==> src/rtl/serial_sub_pkg.sv <==
// serial_sub_pkg
//   Shared types and helpers for the bit-serial subtractor.
//   state_t  : FSM encoding {IDLE, SHIFT, DONE}, 2 bits.
//   CNT_W()  : width of a bit counter that must hold values 0..width.
package serial_sub_pkg;

  typedef enum logic [1:0] {
    IDLE  = 2'd0,
    SHIFT = 2'd1,
    DONE  = 2'd2
  } state_t;

  function automatic int CNT_W(input int width);
    return $clog2(width + 1);
  endfunction

endpackage

==> src/rtl/full_subtractor.sv <==
// full_subtractor
//   One-bit full subtractor cell, purely combinational: d = x - y - bin.
//   Ports:
//     x    in   minuend bit
//     y    in   subtrahend bit
//     bin  in   borrow in
//     d    out  difference bit
//     bout out  borrow out
module full_subtractor (
  input  logic x,
  input  logic y,
  input  logic bin,
  output logic d,
  output logic bout
);

  assign d    = x ^ y ^ bin;
  assign bout = (~x & y) | (~x & bin) | (y & bin);

endmodule

==> src/rtl/serial_subtractor.sv <==
// serial_subtractor
//   Bit-serial WIDTH-bit subtractor, diff = a - b mod 2^WIDTH, processed
//   LSB-first through a single full_subtractor cell and a borrow flip-flop.
//   Optional signed-overflow flag is built only when SERIAL_SUB_OVF_EN is
//   defined; the default build omits the port and its logic.
//   Ports:
//     clk         in   rising-edge clock
//     rst_n       in   asynchronous active-low reset
//     start       in   request, sampled only while ready=1
//     a, b        in   operands, captured on the accepted start
//     ready       out  1 while idle
//     busy        out  1 while shifting
//     done        out  one-cycle pulse, results valid from this cycle on
//     diff        out  a - b mod 2^WIDTH
//     borrow_out  out  1 iff a < b (unsigned)
//     overflow    out  signed overflow (SERIAL_SUB_OVF_EN only)
//
//   state | meaning
//   IDLE  | waiting for start; results of last operation held
//   SHIFT | one bit per cycle for WIDTH cycles, then one cycle to commit
//   DONE  | done pulse; returns to IDLE next cycle
module serial_subtractor
  import serial_sub_pkg::*;
#(
  parameter int WIDTH = 8
) (
  input  logic             clk,
  input  logic             rst_n,
  input  logic             start,
  input  logic [WIDTH-1:0] a,
  input  logic [WIDTH-1:0] b,
  output logic             ready,
  output logic             busy,
  output logic             done,
  output logic [WIDTH-1:0] diff,
`ifdef SERIAL_SUB_OVF_EN
  output logic             overflow,
`endif
  output logic             borrow_out
);

  localparam int               CW       = CNT_W(WIDTH);
  localparam logic [CW-1:0]    LAST     = CW'(WIDTH);
  localparam logic [WIDTH-1:0] MSB_MASK = WIDTH'(1) << (WIDTH - 1);

  state_t           state;
  logic [WIDTH-1:0] a_sr;
  logic [WIDTH-1:0] b_sr;
  logic             borrow;
  logic [CW-1:0]    cnt;
  logic             d_bit;
  logic             bo_bit;

`ifdef SERIAL_SUB_OVF_EN
  logic a_msb;
  logic b_msb;
`endif

  full_subtractor u_fs (
    .x    (a_sr[0]),
    .y    (b_sr[0]),
    .bin  (borrow),
    .d    (d_bit),
    .bout (bo_bit)
  );

  always_ff @(posedge clk or negedge rst_n) begin
    if (!rst_n) begin
      state      <= IDLE;
      a_sr       <= '0;
      b_sr       <= '0;
      borrow     <= 1'b0;
      cnt        <= '0;
      ready      <= 1'b1;
      busy       <= 1'b0;
      done       <= 1'b0;
      diff       <= '0;
      borrow_out <= 1'b0;
`ifdef SERIAL_SUB_OVF_EN
      a_msb      <= 1'b0;
      b_msb      <= 1'b0;
      overflow   <= 1'b0;
`endif
    end else begin
      done <= 1'b0;
      case (state)
        IDLE: begin
          if (start) begin
            a_sr   <= a;
            b_sr   <= b;
            borrow <= 1'b0;
            cnt    <= '0;
            diff   <= '0;
            ready  <= 1'b0;
            busy   <= 1'b1;
            state  <= SHIFT;
`ifdef SERIAL_SUB_OVF_EN
            a_msb    <= a[WIDTH-1];
            b_msb    <= b[WIDTH-1];
            overflow <= 1'b0;
`endif
          end
        end
        SHIFT: begin
          // The counter reaches WIDTH after the last bit; that extra cycle
          // commits the final borrow (and overflow) and raises done.
          if (cnt == LAST) begin
            borrow_out <= borrow;
            busy       <= 1'b0;
            done       <= 1'b1;
            state      <= DONE;
`ifdef SERIAL_SUB_OVF_EN
            overflow   <= (a_msb ^ b_msb) & (diff[WIDTH-1] ^ a_msb);
`endif
          end else begin
            a_sr   <= a_sr >> 1;
            b_sr   <= b_sr >> 1;
            borrow <= bo_bit;
            // new bit enters at the MSB; after WIDTH shifts bit 0 is at diff[0]
            diff   <= (diff >> 1) | ({WIDTH{d_bit}} & MSB_MASK);
            cnt    <= cnt + CW'(1);
          end
        end
        DONE: begin
          ready <= 1'b1;
          state <= IDLE;
        end
        default: begin
          ready <= 1'b1;
          busy  <= 1'b0;
          state <= IDLE;
        end
      endcase
    end
  end

endmodule

==> config.mk <==
export PLATFORM = sky130hd
export DESIGN_NAME = serial_subtractor
export DESIGN_NICKNAME = d
export VERILOG_FILES = /design/src/rtl/serial_sub_pkg.sv /design/src/rtl/full_subtractor.sv /design/src/rtl/serial_subtractor.sv
export SDC_FILE = /design/constraint.sdc
export NUM_CORES = 1
export LEC_CHECK = 0
export CAP_MARGIN = 20
export CORE_ASPECT_RATIO = 1.5
export CORE_UTILIZATION = 54
export CTS_BUF_LIST = sky130_fd_sc_hd__clkbuf_8
export CTS_CLUSTER_DIAMETER = 80
export CTS_CLUSTER_SIZE = 40
export DETAILED_ROUTE_END_ITERATION = 8
export PLACE_DENSITY = 0.82
export RECOVER_POWER = 100
export SLEW_MARGIN = 20
export SYNTH_ARGS = -nofsm -noshare
export SYNTH_HDL_FRONTEND = slang
export SYNTH_HIERARCHICAL = 1
export SYNTH_SLANG_ARGS = --single-unit
export TNS_END_PERCENT = 30
==> constraint.sdc <==
create_clock -name clk -period 2.35 [get_ports clk]
set_input_delay 0.47 -clock clk [delete_from_list [all_inputs] [get_ports clk]]
set_output_delay 0.47 -clock clk [all_outputs]
set_load 0.02 [all_outputs]
==> results of run 1 <==
==> per-layer routing <==
layer	global-route usage, %	share of wire [%]	vias to the layer above
li1	-	-	516
met1	25.98	40	540
met2	34.22	56	19
met3	7.557	3.4	4
met4	7.407	1.4	0
met5	0	0	-
==> how the worst min path moves through the flow <==
stage	endpoint	slack [ns]	cells past startpoint
after detailed placement	b_sr[7]	0.48	1
after global placement	ready	0.47	2
final	a_sr[1]	0.49	1
after global routing	b_sr[4]	0.51	1
after floorplan	a_sr[0]	0.17	0
after CTS	ready	0.50	2
==> registers in the layout, summed over array words and instances, names as in the netlist, 2 cells and up <==
signal and count:
a_sr 8, b_sr 8, diff 8, cnt 4, state 2
==> critical path: stages <==
cell           delay (ns)
dlygate4sd3_1        0.56
nor2_1               0.22
a211o_1              0.38
clkinv_8             0.21
mux2_1               0.35
==> through the flow <==
step / cell area, sq um / setup slack (ns) / cells / total power (W) / util (%)
global route: 2083 / 0.2075 / 205 / 0.003095 / 70.08
global placement: 2036 / 0.2882 / 197 / 0.002584 / 68.48
CTS: 2136 / 0.4401 / 205 / 0.003148 / 71.84
detailed placement: 2036 / 0.2685 / 197 / 0.002654 / 68.48
floorplan: 1729 / 0.5605 / 130 / 0.002328 / -
finish: 2083 / 0.3055 / 205 / 0.002900 / 70.08
==> power by group <==
group / internal, W / switching [W]
Sequential: 0.000876 / 0.000182
Clock: 0.000263 / 0.000209
Combinational: 0.000719 / 0.000650
Total: 0.00186 / 0.00104
==> synthesized netlist by cell type (2+ instances only) <==
cell      count  share of area [%]
a21o_2        2                1.0
a21oi_1       2               0.58
a22o_2        4                2.3
buf_12        2                2.3
buf_6         2                1.3
dfrtp_1      34                 49
ha_1          2                1.4
inv_1        13                2.8
mux2_2       18                 12
mux2_4       11                9.6
mux2i_1       7                4.1
nand2_1       8                1.7
nand3_1       4                1.2
nand3b_1      2               0.87
nor2_1        4               0.87
nor4b_1       2                1.0
o21ai_0       3               0.87
==> cell type report <==
class,instances,area (sq um)
clock inverter,1,3.754
multi-input combinational,76,671.9
sequential,35,877.1
inverter,14,65.06
timing repair buffer,33,320.3
fill,227,889.6
clock buffer,7,96.34
tap,39,48.80
==> cell families (layout without fill, tap and decap cells) <==
logic type / after synthesis / in the layout / share of synthesized area, %
compound gates: 12 / 12 / 5.789
xor+xnor: 1 / 1 / 0.5066
fa+ha+maj: 3 / 3 / 2.605
buf+inv: 19 / 55 / 7.670
flops: 35 / 35 / 50.72
mux: 36 / 36 / 25.33
simple gates: 24 / 24 / 7.381
==> impl_metrics.json, run 1 <==
{
  "synth-edff-count": 0,
  "ios": 31,
  "die_area_sq_um": 3437,
  "synth_seq_cells": 35,
  "final_common_cell": "dfrtp_1",
  "mostFrequentLayoutCells": "dfrtp_1 (34), mux2_2 (18), clkdlybuf4s50_1 (16), inv_1 (14), dlygate4sd3_1 (14)",
  "period_needed_ns": 2.045,
  "worstReg2RegStart": "cnt[0]",
  "end_kind": "register",
  "fmax_mhz": 489.1,
  "cap_violations": 0,
  "pwr_density_cell_nw_per_um2": 1392,
  "grt_max_degree": 36,
  "drt_wl_total_mm": 3.087,
  "rsz0062_at_grt": "no",
  "clock_tree.root_cell": "clkbuf_8",
  "start_util_pct": 58.16,
  "core_area_sq_um": 2973,
  "netlist_area_sq_um": 1729,
  "area_growth_syn_to_layout_pct": 20.48,
  "synthFlopType": "dfrtp_1",
  "drc": 0,
  "viasPerCell": 5.263,
  "slew_headroom_pct": 45.22,
  "skew_ns": 0.005431,
  "r2r_slack_ns": 0.39,
  "clock-sinks": 35,
  "slew_viol_final": 0,
  "dp_hpwl_mm": 2.226,
  "crit_end": "b_sr[6]",
  "die_height_um": 71.31,
  "core.rowCount": 24,
  "n_antenna_cell": 0,
  "hold_viol": 0,
  "critical_path_required_ns": 2.52,
  "grt-ovfl-total": 0,
  "ant_nets": 0,
  "rr_worst_depth": 6,
  "yosys_warnings": 6,
  "holdWs_ns": 0.4857,
  "setup-violations-final": 0,
  "worstSetupStartpoint": "start",
  "ys_types": 27,
  "async_flop_share_pct": 100.0,
  "tightest_slew_ns": 0.8217,
  "drt_iter0_drc": 29,
  "path_clk_slew_ns": 0.07,
  "grt_pass1_vias": 1110,
  "insertion_delay_ns": 0.29,
  "cts_buffer_depth": 2,
  "finalCritPeriodShare_pct": 87.00,
  "status": "complete, no violations",
  "start_kind": "primary input",
  "p_leak_nw": 1.041,
  "antenna_found_initial": 0,
  "synth.yosys.seq_area_share_pct": 50.72,
  "drive_above_1_share_pct": 22.29,
  "tns_ns": 0,
  "cts_resized": 0,
  "htreeDepth": 2,
  "avgSynthCellArea_sq_um": 13.30,
  "r2r_end": "b_sr[0]",
  "worstHoldStart": "a_sr[1]",
  "syn-num-nets": 152,
  "hold_buffers": 0,
  "grt_usage_pct": 21.46,
  "hold_class": "register to register",
  "post_cts_buffers": 0,
  "crit_fanout": 23,
  "ir_worst_vdd_mv": 0.8836,
  "numCtsBuffers": 5,
  "grt_pass1_wl_mm": 5.057,
  "fin_nets": 187,
  "gp_congestion": 0.7837,
  "synth_cells": 130,
  "arrival_ns": 2.21,
  "first_pass_iters": 4,
  "cts_tree": "yes",
  "routedWlPerCell_um": 15.06,
  "portBuffers": 30,
  "worstSetupPathType": "primary input to register",
  "vias": 1079,
  "die_x_um": 48.21
}
(Power assumes the default switching activity.)
==> run 2, diff against run 1 <==
--- a/config.mk
+++ b/config.mk
@@ -7,12 +7,11 @@
 export LEC_CHECK = 0
 export CAP_MARGIN = 20
 export CORE_ASPECT_RATIO = 1.5
-export CORE_UTILIZATION = 54
+export CORE_UTILIZATION = 38
 export CTS_BUF_LIST = sky130_fd_sc_hd__clkbuf_8
 export CTS_CLUSTER_DIAMETER = 80
 export CTS_CLUSTER_SIZE = 40
 export DETAILED_ROUTE_END_ITERATION = 8
-export PLACE_DENSITY = 0.82
 export RECOVER_POWER = 100
 export SLEW_MARGIN = 20
 export SYNTH_ARGS = -nofsm -noshare
==> run 2 against run 1 <==
Sequential share of layout area is 0.72 points lower; critical path type unchanged; highest routed layer unchanged; combinational power is 3% higher; final area is 1.7% higher; flip-flop and latch count stayed put; die area is 41% higher; largest power group unchanged.
==> impl_metrics.json, run 2 (synthesis results as in run 1) <==
{
  "final_common_cell": "dfrtp_1",
  "first_pass_iters": 4,
  "area_growth_syn_to_layout_pct": 22.58,
  "grt_usage_pct": 13.94,
  "cts_resized": 0,
  "hold_buffers": 0,
  "cts_tree": "yes",
  "viasPerCell": 4.938,
  "period_needed_ns": 2.077,
  "drive_above_1_share_pct": 25.45,
  "hold_viol": 0,
  "dp_hpwl_mm": 2.117,
  "post_cts_buffers": 0,
  "drt_iter0_drc": 21,
  "power_w": 0.003021,
  "die_height_um": 84.62,
  "p_leak_nw": 1.065,
  "clock-sinks": 35,
  "gp_congestion": 0.7711,
  "multi_input_area_sq_um": 691.9,
  "seqCellArea_sq_um": 877.1,
  "path_cells": "dlygate4sd3_1, nor2_1, a211o_1, clkinv_8, mux2_1",
  "cap_violations": 0,
  "reg.largest.list": "a_sr: 8 flops, b_sr: 8 flops, diff: 8 flops",
  "tns_ns": 0,
  "ios": 31,
  "grt-ovfl-total": 0,
  "pwr_density_cell_nw_per_um2": 1425,
  "ir_worst_vdd_mv": 0.6101,
  "clock_tree.root_cell": "clkbuf_8",
  "start_util_pct": 40.39,
  "crit_fanout": 23,
  "core_area_sq_um": 4282,
  "setup-violations-final": 0,
  "status": "complete, no violations",
  "die_area_sq_um": 4830,
  "final_util_pct": 49.50,
  "routedWlPerCell_um": 14.18,
  "grt_pass1_vias": 1090,
  "vias": 1042,
  "path_clk_slew_ns": 0.08,
  "start_kind": "primary input",
  "hold_class": "register to register",
  "finalCritPeriodShare_pct": 88.40,
  "antenna_found_initial": 0,
  "end_kind": "register",
  "slew_headroom_pct": 43.15,
  "grt_pass1_wl_mm": 5.216,
  "tightest_slew_ns": 0.8528,
  "skew_ns": 0.01247,
  "fillCellCount": 420,
  "worstSetupPathType": "primary input to register",
  "htreeDepth": 2,
  "drc": 0,
  "rsz0062_at_grt": "no",
  "drt_wl_total_mm": 2.993,
  "crit_slowest_cell": "dlygate4sd3_1",
  "insertion_delay_ns": 0.29,
  "fin_nets": 186,
  "cp_slowest_stage_delay_ns": 0.57,
  "mostFrequentLayoutCells": "dfrtp_1 (34), mux2_2 (18), clkdlybuf4s50_1 (16), dlygate4sd3_1 (14), inv_1 (13)",
  "core.rowCount": 29,
  "critical_path_required_ns": 2.51,
  "die_x_um": 57.08,
  "n_antenna_cell": 0,
  "portBuffers": 30,
  "grt_max_degree": 36,
  "r2r_slack_ns": 0.40,
  "numCtsBuffers": 5,
  "ant_nets": 0,
  "fmax_mhz": 481.4,
  "slew_viol_final": 0,
  "arrival_ns": 2.23,
  "cts_buffer_depth": 2
}
==> run 2: final timing paths <==
path | from | endpoint | cells past startpoint
setup / recovery | start | a_sr[2] | 5
min in group asynchronous | rst_n | state[0] | 2
setup reg to reg | cnt[0] | a_sr[2] | 6
hold reg to reg | ready | ready | 2
max in group asynchronous | rst_n | cnt[1] | 2
hold / removal | ready | ready | 2
==> run 2: critical path: cells and delay by family <==
kind / cells / cell delay, ns
simple gates: 1 / 0.23
compound gates: 1 / 0.37
buf+inv: 2 / 0.79
mux: 1 / 0.36
==> run 2: power by group <==
part / switching (W) / leakage (nW) / total (W) / internal (W)
clock: 0.000213 / 0.0612 / 0.000556 / 0.000343
sequential: 0.000178 / 0.444 / 0.00105 / 0.000876
combinational: 0.000643 / 0.560 / 0.00141 / 0.000768
total: 0.00103 / 1.06 / 0.00302 / 0.00199
==> run 2: layer usage <==
layer	routed length (um)	vias to the layer above	GRT usage [%]
li1	-	510	-
met1	1352	505	17.47
met2	1489	20	22.78
met3	101	7	3.390
met4	50	0	5.765
met5	0	-	0
==> run 2: cell type report <==
cell class,count,share of cell area [%]
clock buffers,6,3.896
repair buffers,32,14.64
inverters,14,3.070
flip-flops and latches,35,41.38
well taps,46,2.715
multi-input cells,76,32.64
clock inverters,2,1.653
==> run 2: metrics by stage <==
stage	instance area [sq um]	hold WS [ns]	instances	setup slack, ns
after floorplan	1729	0.1744	130	0.5605
after global placement	2037	0.4677	203	0.2725
after detailed placement	2037	0.4735	203	0.2408
after CTS	2155	0.4884	211	0.4504
after global routing	2120	0.5123	211	0.1841
final	2120	0.4878	211	0.2727
